**src/rtl/my_module_pipe.sv**
```systemverilog
// Fixed-latency register pipeline for my_module: DEPTH stages of WIDTH-bit data,
// plus a saturating fill counter that raises valid once the chain holds real samples.
module my_module_pipe #(
  parameter int unsigned WIDTH = 8,
  parameter int          DEPTH = 2
) (
  input  logic             clk,
  input  logic             reset,
  input  logic [WIDTH-1:0] data_in,
  output logic [WIDTH-1:0] data_out,
  output logic             valid
);

  // Clamped copies keep declarations well-formed while the range check reports the error.
  localparam int unsigned STAGES = (DEPTH < 1) ? 1 : DEPTH;
  localparam int unsigned FILL_W = $clog2(STAGES + 1);
  localparam logic [FILL_W-1:0] FILL_MAX = FILL_W'(STAGES);

  if (DEPTH < 1 || DEPTH > 16) begin : g_depth_check
    $error("my_module_pipe: DEPTH=%0d outside legal range 1..16", DEPTH);
  end

  logic [WIDTH-1:0]  stage_q [STAGES];
  logic [WIDTH-1:0]  stage_d [STAGES];
  logic [FILL_W-1:0] fill_q;
  logic [FILL_W-1:0] fill_d;
  logic              valid_q;
  logic              valid_d;

  // Next-state: shift the chain, saturate the fill count, flag when full.
  always_comb begin
    stage_d[0] = data_in;
    for (int i = 1; i < int'(STAGES); i++) begin
      stage_d[i] = stage_q[i-1];
    end
    fill_d = fill_q;
    if (fill_q < FILL_MAX) begin
      fill_d = fill_q + FILL_W'(1);
    end
    valid_d = (fill_d == FILL_MAX);
  end

  always_ff @(posedge clk) begin
    if (reset) begin
      for (int i = 0; i < int'(STAGES); i++) begin
        stage_q[i] <= '0;
      end
      fill_q  <= '0;
      valid_q <= 1'b0;
    end else begin
      for (int i = 0; i < int'(STAGES); i++) begin
        stage_q[i] <= stage_d[i];
      end
      fill_q  <= fill_d;
      valid_q <= valid_d;
    end
  end

  assign data_out = stage_q[STAGES-1];
  assign valid    = valid_q;

endmodule

```
**config.mk**
```make
export PLATFORM = sky130hd
export DESIGN_NAME = my_module_pipe
export DESIGN_NICKNAME = d
export VERILOG_FILES = /design/src/rtl/my_module_pipe.sv
export SDC_FILE = /design/constraint.sdc
export NUM_CORES = 1
export LEC_CHECK = 0
export CORE_MARGIN = 4
export CORE_UTILIZATION = 37
export DETAILED_ROUTE_END_ITERATION = 10
export GPL_ROUTABILITY_DRIVEN = 0
export GPL_TIMING_DRIVEN = 0
export PLACE_DENSITY = 0.67
export RECOVER_POWER = 100
export SLEW_MARGIN = 20
export SYNTH_ARGS = -nofsm -noshare
export SYNTH_HDL_FRONTEND = slang
export SYNTH_SLANG_ARGS = --single-unit
```
**constraint.sdc**
```tcl
create_clock -name clk -period 0.8 [get_ports clk]
set_input_delay 0.16 -clock clk [delete_from_list [all_inputs] [get_ports clk]]
set_output_delay 0.16 -clock clk [all_outputs]
set_load 0.02 [all_outputs]
```
# [Word-level counts from Yosys, hierarchy flattened]
# Memories as Yosys holds them, arrays and structs flattened.
# Index checks and enable logic that the tools add are counted.
[totals] reg_bits=3 latch_bits=0 mem_bits_rw=16 romBits=0 input_bits=10 elab_cells=14 n_memories=1
[memory_table] name="stage_q" depth=2 word_bits=8 read_ports=2 rd_ports_with_merged_regs=0 write_ports=2 line="23" rtl="logic [WIDTH-1:0] stage_q [STAGES];"
[classes] add_sub_neg=1 mul=0 div_mod_pow=0 order_cmp=1 eq_ne=1 n_shift=0 muxes=6 bitwise=2 reduce_logical=0
[op_table] operator="$mux 8" n=2
[op_table] operator="$mux 1" n=3
[op_table] operator="$add 2x1->2 const B" n=1
[op_table] operator="$eq 2x2->1 const B" n=1
[op_table] operator="$lt 2x2->1 const B" n=1
[op_table] operator="$mux 2" n=1
[op_table] operator="$or 1x1->1" n=2

# [Logic depth before layout (Yosys ltp)]
[logic_depth] word_depth=3 ltp_mapped=3

# [Worst setup path before layout]
# No wires, ideal clock.
[synth_timing] kind="register to register" from="register fill_q[0]" to="register valid_q (netlist: valid)" setup_time_ns=0.116 arrival_time_ns=0.779 required_ns=0.684 slack_ns=-0.095 stages_incl_launch_ff=4 path_buffers=0 period_less_slack_ns=0.895 path_cell_list="dfxtp_1 > inv_1 > ha_1 > and2b_2"
[synth_via] elab_chain_len=3 word_cells_on_any_way=4
[synth_rtl] item="from (decl)" line="25" rtl="logic [FILL_W-1:0] fill_q;"
[synth_rtl] item="from (signal assigned)" line="54" rtl="fill_q <= fill_d;"
[synth_rtl] item="$add 2x1->2 / $lt 2x2->1 (equally long branches)" line="38, 37"
[synth_rtl] item="$mux 2 *" line="37" rtl="if (fill_q < FILL_MAX) begin"
[synth_rtl] item="$eq 2x2->1 *" line="40" rtl="valid_d = (fill_d == FILL_MAX);"
[synth_rtl] item="named net valid_d" line="28" rtl="logic valid_d;"
[synth_rtl] item="to (signal assigned)" line="55" rtl="valid_q <= valid_d;"
[synth_rtl] item="to (decl)" line="27" rtl="logic valid_q;"
# Mark *: on every way through the listed nets, which the timed path passes. The rest lies on a longest branch.
# A chain may end at the register's enable or synchronous reset.

# [Worst setup path in the final report]
# Ends and elaborated chain as after synthesis.

==> metrics <==
status finished with violations; failing checks setup timing; sequential area share after synthesis 69.4%; Die Outline Area 2160 µm²; Critical Path AT 1.11 ns; Achievable Freq 1080 MHz; maximum VDD drop 0.876 mV; Core Util, Final 58.4%; Synth warnings 0; slowest CP cell dfxtp_1; final std cells w/o fill 79; IO Port Bufs 18; post-synthesis xor/xnor area fraction 0%; WP data required 0.99 ns; critical path class register to register; Yosys reg bits 19; Max FO, Critical Path 2; Layout area overhead 43.8%; area share of and/or/nand/nor cells after synthesis 24.9%; via count 331; Power per Cell Area roughly 2200 nW/µm²; min Tclk post-route 0.924 ns; average size of a mapped cell 13.0 µm²; Max Cap Violations 0; grt ovf 0; vias in the first global route 301; DP Area 747 µm²; Critical path buffers and inverters 1; largest family of logic cells by synthesized area simple AND/OR/NAND/NOR gates; hold buffer count at CTS 0; die width about 46 µm; Post-Synth Adder-Cell Area 2.28%; Mapped Area 548 µm²; type of the tightest min-delay check primary input to register; drt first pass iters 1; layout cells sized above 1 between 40 and 50%; H-tree levels 1; Post-CTS Setup Repair Bufs 0; Post-Syn Instances 42; unrepaired setup endpoints after global routing true; crit path capture type register; synth unique cells 7; Filler Cell Count 127; static leakage between 0.3 and 0.4 nW; 1st-iter DRT viols 0; final slew viol count 0; global-route wire length before repair between 1 and 1.5 mm; Fin Setup TNS -0.916 ns; post-synthesis mux area share 0%; startpoint class of the critical path register; Hold Vio Cnt, Final 0; Total Routed Length 780 µm; Core Region 1350 µm²; # diodes 0; clock skew 0.000873 ns; detailed placer's ending HPWL about 580 µm; initial antenna violation count 0; I/O pin total 19; wire length per cell 9.87 µm; Root Driver clkbuf_4; Final Cell Area 788 µm²; total chip power approximately 1.7 mW; clock latency on the worst-skew pair roughly 0.28 ns; clock-pin transition on the worst setup and hold timing paths 0.10 ns; TritonCTS clock tree yes; clock sinks 19; Final Cycle Share 116%; Num CTS Buffers 3; # rows 13; post-route ant nets 0; clk buf depth 2; DIE HEIGHT between 40 and 50 µm; CP cell instances inv_1 -> ha_1 -> and2b_2; DR vias/cell 4.19; drt drc 0; CP max stage delay 0.32 ns; initial core utilization 40.6%; Global Route Usage Sum a little under a tenth; cell family contributing the most delay on the critical path flip-flops; relative slew slack about four fifths; Layout Nets 76; worst-margin pin slew roughly 0.31 ns; syn nets 53; Final WS setup -0.124 ns; compound-cell area share of the yosys netlist 0%; final-report setup violation count 10; placed insts 75; largest net degree at the start of global routing 11
==> where the power goes <==
| group | switching [mW] | internal (mW) | total (mW) |
|---|---|---|---|
| Clock | 0.259 | 0.193 | 0.452 |
| Combinational | 0.0887 | 0.137 | 0.226 |
| Sequential | 0.0195 | 1.02 | 1.04 |
| Total | 0.367 | 1.35 | 1.72 |
==> path summary, 6_finish.rpt <==
kind,startpoint,endpoint,slack (ns),cells past startpoint
worst max register to register,fill_q[0],valid,-0.12,3
worst min register to register,stage_q[0][2],stage_q[0][10],0.44,1
worst min-delay path,data_in[5],stage_q[0][5],0.42,2
worst max-delay path,fill_q[0],valid,-0.12,3
==> kinds of logic (layout without fill, tap and decap cells) <==
logic type,count (synthesis),after routing
flops,19,19
simple gates,19,19
fa+ha+maj,1,1
buf+inv,3,25
==> area by class of cell <==
| class | instances | area, µm² | share of cell area (%) |
|---|---|---|---|
| inverters | 2 | 7.51 | 0.952 |
| repair buffers | 18 | 190 | 24.1 |
| plain buffers | 1 | 5.00 | 0.635 |
| flip-flops and latches | 19 | 392 | 49.7 |
| well taps | 15 | 18.8 | 2.38 |
| multi-input cells | 20 | 149 | 18.9 |
| clock buffers | 4 | 26.3 | 3.33 |
==> through the flow <==
step           hold slack [ns]  setup slack [ns]
2_1_floorplan            0.288           -0.0951
3_3_place_gp             0.416            -0.408
3_5_place_dp             0.427            -0.404
4_1_cts                  0.412            -0.130
5_1_grt                  0.418            -0.159
6_report                 0.421            -0.124
==> per-layer routing <==
layer  GRT usage [%]  part of all wire, %  up-vias  routed length, µm
met4            11.9                  3.5        0                 27
met5               0                    0        -                  0
met3            3.52                  5.3        2                 41
met2            15.1                   53        8                412
li1                -                    -      169                  -
met1            7.51                   38      152                299
==> timing repair <==
action / 4_1_cts / 5_1_grt
pin swaps: 1 / 2
setup endpoints to repair: 28 / 11
resized for setup: 63 / 1
==> cell usage in the layout (no fill, tap or decap) <==
master | netlist | layout
dlygate4sd2_1 | 0 | 1
dfxtp_1 | 19 | 10
inv_1 | 2 | 2
nor2b_1 | 8 | 8
ha_1 | 1 | 1
and2b_2 | 9 | 9
clkdlybuf4s50_1 | 0 | 8
clkbuf_1 | 0 | 1
clkbuf_4 | 0 | 3
dfxtp_2 | 0 | 9
nor2_1 | 2 | 2
clkbuf_2 | 0 | 1
buf_6 | 1 | 9
==> state kept, by name (all words and copies together), names as in the netlist <==
name and flops:
stage_q 16, fill_q 2, valid 1
==> cells in the mapped netlist <==
cell     number  share of area [%]
buf_6         1                2.1
dfxtp_1      19                 69
nor2b_1       8                9.1
inv_1         2                1.4
ha_1          1                2.3
nor2_1        2                1.4
and2b_2       9                 14
Note: power is estimated with default switching activity, not from simulation.
